## config.mk

```make
export PLATFORM = sky130hd
export DESIGN_NAME = timer_ctrl_flat
export DESIGN_NICKNAME = d
export VERILOG_FILES = /design/src/rtl/timer_if.sv /design/src/rtl/timer_ctrl.sv /design/src/flat_wrapper.sv
export SDC_FILE = /design/constraint.sdc
export NUM_CORES = 1
export LEC_CHECK = 0
export ABC_AREA = 1
export CAP_MARGIN = 5
export CORE_MARGIN = 2
export CORE_UTILIZATION = 50
export CTS_CLUSTER_DIAMETER = 100
export DETAILED_ROUTE_END_ITERATION = 10
export GPL_ROUTABILITY_DRIVEN = 1
export MAX_ROUTING_LAYER = met4
export PLACE_DENSITY = 0.81
export SKIP_CTS_REPAIR_TIMING = 1
export SLEW_MARGIN = 20
export SYNTH_ARGS = -nofsm -noshare
export SYNTH_HDL_FRONTEND = slang
export SYNTH_SLANG_ARGS = --single-unit
```

## constraint.sdc

```tcl
create_clock -name clk_i -period 2.2 [get_ports clk_i]
set_clock_uncertainty 0.1 [all_clocks]
set_input_delay 0.66 -clock clk_i [delete_from_list [all_inputs] [get_ports clk_i]]
set_output_delay 0.66 -clock clk_i [all_outputs]
set_load 0.02 [all_outputs]
```

## src/rtl/timer_if.sv

```systemverilog
// Control and status bundle between a timer_ctrl instance and the logic that drives it.
// The master side issues commands and configuration; the slave side (the timer) reports status.
interface timer_if #(
    parameter int WIDTH      = 4,
    parameter int PRESCALE_W = 4
);
    logic                  start;
    logic                  stop;
    logic                  pause;
    logic [WIDTH-1:0]      load_val;
    logic [PRESCALE_W-1:0] prescale;
    logic                  mode;
    logic                  dir;
    logic [WIDTH-1:0]      count;
    logic                  busy;
    logic                  tick;
    logic                  done;
    logic [1:0]            state;

    modport master (
        output start, stop, pause, load_val, prescale, mode, dir,
        input  count, busy, tick, done, state
    );

    modport slave (
        input  start, stop, pause, load_val, prescale, mode, dir,
        output count, busy, tick, done, state
    );
endinterface

```

## src/rtl/timer_ctrl.sv

```systemverilog
// Interval timer controller: one-shot/periodic, up/down, prescaled, with pause and stop.
// state | meaning
// IDLE  | waiting for start, config is captured into shadow registers on start
// RUN   | prescaler and counter advancing
// PAUSE | previous edge saw pause high; count and prescaler frozen
// DONE  | one cycle after a one-shot terminal step, then back to IDLE
module timer_ctrl #(
    parameter int WIDTH      = 4,
    parameter int PRESCALE_W = 4
) (
    input  logic   clk_i,
    input  logic   rst_i,
    timer_if.slave bus
);
    typedef enum logic [1:0] {
        S_IDLE  = 2'd0,
        S_RUN   = 2'd1,
        S_PAUSE = 2'd2,
        S_DONE  = 2'd3
    } state_t;

    state_t                state, state_n;
    logic [WIDTH-1:0]      count, count_n;
    logic [PRESCALE_W-1:0] pcnt, pcnt_n;
    logic [WIDTH-1:0]      sh_load, sh_load_n;
    logic [PRESCALE_W-1:0] sh_presc, sh_presc_n;
    logic                  sh_mode, sh_mode_n;
    logic                  sh_dir, sh_dir_n;
    logic                  tick, tick_n;
    logic                  done, done_n;
    logic                  busy, busy_n;
    logic [WIDTH-1:0]      end_val, start_val;

    always_ff @(posedge clk_i or posedge rst_i) begin
        if (rst_i) begin
            state    <= S_IDLE;
            count    <= '0;
            pcnt     <= '0;
            sh_load  <= '0;
            sh_presc <= '0;
            sh_mode  <= 1'b0;
            sh_dir   <= 1'b0;
            tick     <= 1'b0;
            done     <= 1'b0;
            busy     <= 1'b0;
        end else begin
            state    <= state_n;
            count    <= count_n;
            pcnt     <= pcnt_n;
            sh_load  <= sh_load_n;
            sh_presc <= sh_presc_n;
            sh_mode  <= sh_mode_n;
            sh_dir   <= sh_dir_n;
            tick     <= tick_n;
            done     <= done_n;
            busy     <= busy_n;
        end
    end

    always_comb begin
        state_n    = state;
        count_n    = count;
        pcnt_n     = pcnt;
        sh_load_n  = sh_load;
        sh_presc_n = sh_presc;
        sh_mode_n  = sh_mode;
        sh_dir_n   = sh_dir;
        tick_n     = 1'b0;
        done_n     = 1'b0;
        end_val    = sh_dir ? '0 : sh_load;
        start_val  = sh_dir ? sh_load : '0;

        case (state)
            S_IDLE: begin
                if (bus.start && !bus.stop) begin
                    sh_load_n  = bus.load_val;
                    sh_presc_n = bus.prescale;
                    sh_mode_n  = bus.mode;
                    sh_dir_n   = bus.dir;
                    count_n    = bus.dir ? bus.load_val : '0;
                    pcnt_n     = '0;
                    state_n    = S_RUN;
                end
            end
            // PAUSE with pause released behaves as a RUN cycle, so a pause
            // costs exactly as many cycles as pause was held.
            S_RUN, S_PAUSE: begin
                if (bus.stop) begin
                    state_n = S_IDLE;
                end else if (bus.pause) begin
                    state_n = S_PAUSE;
                end else begin
                    state_n = S_RUN;
                    if (pcnt != sh_presc) begin
                        pcnt_n = pcnt + PRESCALE_W'(1);
                    end else begin
                        pcnt_n = '0;
                        if (count != end_val) begin
                            count_n = sh_dir ? count - WIDTH'(1) : count + WIDTH'(1);
                        end else begin
                            tick_n = 1'b1;
                            if (sh_mode) begin
                                count_n = start_val;
                            end else begin
                                done_n  = 1'b1;
                                state_n = S_DONE;
                            end
                        end
                    end
                end
            end
            S_DONE: begin
                state_n = S_IDLE;
            end
            default: begin
                state_n = S_IDLE;
            end
        endcase

        busy_n = (state_n == S_RUN) || (state_n == S_PAUSE);
    end

    assign bus.count = count;
    assign bus.busy  = busy;
    assign bus.tick  = tick;
    assign bus.done  = done;
    assign bus.state = state;
endmodule

```

## src/flat_wrapper.sv

```systemverilog
// flat-port wrapper written by rule: the top's interface ports become plain ports
module timer_ctrl_flat 
#(
    parameter int WIDTH      = 4,
    parameter int PRESCALE_W = 4
)
  (clk_i, rst_i, bus_start, bus_stop, bus_pause, bus_load_val, bus_prescale, bus_mode, bus_dir, bus_count, bus_busy, bus_tick, bus_done, bus_state);
  timer_if #(.WIDTH(WIDTH), .PRESCALE_W(PRESCALE_W)) bus_i ();
  input  logic clk_i;
  input  logic rst_i;
  input wire logic [$bits(bus_i.start)-1:0] bus_start;
  input wire logic [$bits(bus_i.stop)-1:0] bus_stop;
  input wire logic [$bits(bus_i.pause)-1:0] bus_pause;
  input wire logic [$bits(bus_i.load_val)-1:0] bus_load_val;
  input wire logic [$bits(bus_i.prescale)-1:0] bus_prescale;
  input wire logic [$bits(bus_i.mode)-1:0] bus_mode;
  input wire logic [$bits(bus_i.dir)-1:0] bus_dir;
  output wire logic [$bits(bus_i.count)-1:0] bus_count;
  output wire logic [$bits(bus_i.busy)-1:0] bus_busy;
  output wire logic [$bits(bus_i.tick)-1:0] bus_tick;
  output wire logic [$bits(bus_i.done)-1:0] bus_done;
  output wire logic [$bits(bus_i.state)-1:0] bus_state;
  assign bus_i.start = bus_start;
  assign bus_i.stop = bus_stop;
  assign bus_i.pause = bus_pause;
  assign bus_i.load_val = bus_load_val;
  assign bus_i.prescale = bus_prescale;
  assign bus_i.mode = bus_mode;
  assign bus_i.dir = bus_dir;
  assign bus_count = bus_i.count;
  assign bus_busy = bus_i.busy;
  assign bus_tick = bus_i.tick;
  assign bus_done = bus_i.done;
  assign bus_state = bus_i.state;
  timer_ctrl #(.WIDTH(WIDTH), .PRESCALE_W(PRESCALE_W)) u_core (.clk_i(clk_i), .rst_i(rst_i), .bus(bus_i));
endmodule
```

Word level (Yosys, flattened, before mapping). Cells that the tools add are included.

Reductions and logical operators: 9. Equality and inequality tests: 12. Divide/modulo/power cells: 0. Bitwise logic cells: 0. Shift-type cells: 0. Magnitude comparators: 0. $add $sub $neg: 3. Multipliers: 0. Muxes and demuxes: 34.

Operators with widths (count): $mux W4 (14); $pmux W4 S2 (2); $mux W2 (6); $mux W1 (11); $add A4 B1 Y4 const B (2); $ne A4 B4 Y1 (2); $eq A2 B2 Y1 const B (3); $ne A2 B2 Y1 const B (3); $pmux W2 S3 (1); $reduce_and A6 Y1 (1); $eq A2 B1 Y1 const B (2); $reduce_and A4 Y1 (1); $sub A4 B1 Y4 const B (1); $ne A3 B1 Y1 const B (1); $logic_not A2 Y1 (1); $ne A2 B1 Y1 const B (1); $reduce_and A2 Y1 (1); $reduce_bool A2 Y1 (1); $reduce_or A2 Y1 (1); $logic_and A1 B1 Y1 (1); $logic_not A1 Y1 (1); $logic_or A1 B1 Y1 (1).

Bits in registers: 23. RAM bits: 0. Latch bits: 0. ROM bits: 0. Memories kept: 0. Input bits: 15.

Longest topological paths before layout. Gate-level depths: netlist of the first run.

Depth after elaboration: 9. Mapped depth: 12. Gate-level depth less buffers: 12.

Worst setup path after synthesis of the first run. OpenSTA, ideal clock, no wires.

Kind: flip-flop to flip-flop. Start point: reg u_core.count[0] (netlist: u_core.bus.count[0]). End point: reg u_core.count[2] (netlist: u_core.bus.count[2]). Data required time: 1.984 ns. Arrival time: 1.623 ns. Setup time: 0.116 ns. Setup slack: 0.360 ns. Cell stages (with the launch flop): 10. Path through: dfrtp_1 inv_1 fa_1 or2_2 nand3_1 nand2_1 nand2_1 nand2_1 nand2_1 nand2_1.

Longest elaborated chain between the ends: 7. Elaborated cells on any way between the ends: 11. Classes of those cells: 2 x add/sub; 2 x eq/ne; 6 x mux; 1 x reduce/logical.

Ends and longest elaborated chain: start: declaration (RTL line timer_ctrl.sv:23) `logic [WIDTH-1:0] count, count_n;`; start signal: assignment (RTL line timer_ctrl.sv:48) `count <= count_n;`; $add A4 B1 Y4 or $sub A4 B1 Y4 (tied branches) (RTL line timer_ctrl.sv:99) `count_n = sh_dir ? count - WIDTH'(1) : count + WIDTH'(1);`; $mux W4 (RTL line timer_ctrl.sv:99); $mux W4 (RTL line timer_ctrl.sv:98) `if (count != end_val) begin`; $mux W4 (RTL line timer_ctrl.sv:94) `if (pcnt != sh_presc) begin`; $mux W4 (RTL line timer_ctrl.sv:90) `end else if (bus.pause) begin`; $mux W4 (RTL line timer_ctrl.sv:88) `if (bus.stop) begin`; $pmux W4 S2 (RTL line timer_ctrl.sv:73) `case (state)`.

Several ways; a longest one is shown, not always the timed one. The select of a mux whose other input is x is not followed. A chain may end at the register's enable or synchronous reset.

Worst setup path after layout of the first run.
Start point: reg u_core.state[1] (netlist: u_core.bus.state[1]). End point: out bus_state[1].

RTL lines: start: declaration (RTL line timer_ctrl.sv:22) `state_t state, state_n;`; start signal: assignment (RTL line timer_ctrl.sv:47) `state <= state_n;`; end: declaration (RTL line flat_wrapper.sv:22) `output wire logic [$bits(bus_i.state)-1:0] bus_state;`.

No word-level cell between the ends.

==> results of run 1 <==
## cell type report
cell class / count / area [um^2] / area share, %
Clock inverter: 1 / 5.00 / 0.283
Sequential cell: 23 / 576 / 32.6
Multi-Input combinational cell: 145 / 779 / 44.2
Inverter: 23 / 88.8 / 5.03
Clock buffer: 3 / 22.5 / 1.28
Tap cell: 31 / 38.8 / 2.20
Timing Repair Buffer: 25 / 255 / 14.5
## where the power goes
| part | internal (uW) | total, uW | switching, uW |
|---|---|---|---|
| sequential | 586 | 771 | 184 |
| clock | 68.2 | 202 | 134 |
| combinational | 587 | 1540 | 957 |
## sequential cells by signal (all words and copies together), names as in the netlist
register and flops:
u_core.sh_mode 1, u_core.bus.count 4, u_core.bus.done 1, u_core.sh_presc 4
u_core.bus.state 2, u_core.sh_dir 1, u_core.bus.busy 1, u_core.bus.tick 1
u_core.sh_load 4, u_core.pcnt 4
## routing by layer
metal  vias to the layer above  wire (um)  track usage, %
li1                        661          -               -
met1                       594       1480            30.3
met2                        44       1330            32.6
met3                         3        207            5.58
met4                         0          8            1.99
met5                         -          0               -
## per-stage QoR
step / cell area, um^2 / cells / TNS (ns) / setup slack (ns)
finish: 1770 / 251 / 0 / 0.111
global placement: 1730 / 247 / 0 / 0.0850
global route: 1770 / 251 / 0 / 0.0518
detailed placement: 1730 / 247 / 0 / 0.0360
CTS: 1760 / 251 / -0.00240 / -0.00240
floorplan: 1460 / 193 / 0 / 0.360
## layout by cell type (no fill, tap or decap), types with 4 or more instances in the layout
| cell type | Yosys | final |
|---|---|---|
| nand2_2 | 4 | 4 |
| dfrtp_1 | 23 | 23 |
| dlymetal6s2s_1 | 0 | 4 |
| o21ai_0 | 8 | 8 |
| nand3_1 | 10 | 10 |
| nand2_1 | 84 | 84 |
| clkdlybuf4s50_1 | 0 | 19 |
| ha_1 | 4 | 4 |
| nor2_1 | 6 | 6 |
| inv_1 | 22 | 22 |
## worst min path at each step
stage,startpoint,slack [ns],depth (start not counted),to
finish,u_core.sh_mode,0.38,1,u_core.bus.done
global route,u_core.sh_mode,0.39,1,u_core.bus.done
CTS,u_core.sh_mode,0.38,1,u_core.bus.done
detailed placement,u_core.sh_mode,0.36,1,u_core.bus.done
global placement,u_core.sh_mode,0.33,1,u_core.bus.done
floorplan,u_core.sh_mode,0.31,1,u_core.bus.done
## cells by family after synthesis
group	synth area share (%)
simple gates	39.9
buf+inv	6.88
flops	39.6
compound gates	6.45
fa+ha+maj	4.82
xor+xnor	2.41
==> results.yml, run 1 <==
logic_synthesis:
  netlist_area_um2: 1460
  synth-edff-count: 0
  synthCells: 193
  yosysWarnings: 0
  yosys.area.top_type: "dfrtp_1"
  synth_top_cell_area_share_pct: 39.6
  synth_common_cells: "nand2_1 (84), dfrtp_1 (23), inv_1 (22), nand3_1 (10), o21ai_0 (8)"
  syn-num-nets: 213
  async_flop_share_pct: 100
  syn-mean-instance-area_um2: 7.54
  yosys.cell_types.count: 30
  yosysSeqAreaShare_pct: 39.6
  yosysMostFrequentCell: "nand2_1"
  synth_area_leaders: "dfrtp_1 (40%), nand2_1 (22%), inv_1 (5.7%)"
  synth_seq_cells: 23
  synth_ff_type: "dfrtp_1"
power_and_ir_drop:
  p_leak_uw: 0.000955
  power_uw: 2520
  powerDensity_nw_per_um2: 1430
  ir_worst_vdd_mv: 0.976
clock_network:
  cts-buffers-inserted: 3
  cts_max_path_buffers: 2
  clk_latency_ns: 0.32
  clock-root-buffer: "clkbuf_4"
  cts_tree: "yes"
  cts-htree-levels: 1
  clkTransAtPathRegs_ns: 0.13
  clkSinkCount: 23
grt:
  grt_pass1_vias: 1180
  antenna_found_initial: 0
  track_usage_pct: 21.5
  gr-total-overflow: 0
  grt_max_degree: 24
  grt_pass1_wl_mm: 5.52
sta:
  final_max_slew_viol_count: 0
  period_needed_ns: 2.09
  setup_viol: 0
  max-slew-margin-rel_pct: 70.5
  hold-worst-slack_ns: 0.377
  tightest_slew_ns: 0.442
  rsz0062_at_grt: "false"
  fmax_ghz: 0.479
  period_share_pct: 95.0
  finalHoldViolCount: 0
setup_path:
  timing.rr.end: "u_core.bus.count[1]"
  max_stage_delay_ns: 0.62
  worstSetupPathDepth: 1
  crit_path_end_kind: "output pin"
  cp.required_ns: 1.44
  critPathTopFamily: "buffers and inverters"
  critPathMaxFanout: 3
  startpoint: "u_core.bus.state[1]"
  crit_end: "bus_state[1]"
  r2r-start: "u_core.bus.state[1]"
  critPathLaunchType: "flop"
  cp_slowest_cell: "clkdlybuf4s50_1"
  crit_chain: "clkdlybuf4s50_1"
  critical_path_class: "reg -> out"
  r2r_cells: 9
  crit_arrival_ns: 1.33
  r2r_slack_ns: 0.26
  cp_num_buf_inv: 1
detailed_routing:
  drc: 0
  via_per_inst: 5.19
  wl_per_cell_um: 12.1
  first_pass_iters: 4
  drt_iter0_drc: 44
  ant_nets: 0
  routed_wl_mm: 3.03
  vias: 1302
die:
  die_area_um2: 3360
  start_util_pct: 52.8
  core-area_um2: 2760
  fp-row-count: 19
  die_w_um: 57.9
  io_pins: 24
  die_y_um: 57.9
worst_hold_path:
  worstHoldPathType: "reg -> reg"
cells_and_area:
  finish.utilization_pct: 64.0
  drive_gt1_share_pct: 10.9
  n_antenna_cell: 0
  final_net_count: 241
  area_delta_synth_final_pct: 21.3
  fill_cells: 254
flow_run:
  drv_cap: 0
placed_design:
  dpl.hpwl_mm: 2.24
  gp_congestion: 0.824
  port_buffers: 23
status:
  status: "completed"
Power figures use the tool's default switching activity.
==> run 2, diff against run 1 <==
--- a/config.mk
+++ b/config.mk
@@ -9,7 +9,7 @@
 export CAP_MARGIN = 5
 export CORE_MARGIN = 2
 export CORE_UTILIZATION = 50
-export CTS_CLUSTER_DIAMETER = 100
+export CTS_CLUSTER_DIAMETER = 150
 export DETAILED_ROUTE_END_ITERATION = 10
 export GPL_ROUTABILITY_DRIVEN = 1
 export MAX_ROUTING_LAYER = met4
==> results of run 2 <==
The final DEF is identical to that of run 1; final timing and power are the same.
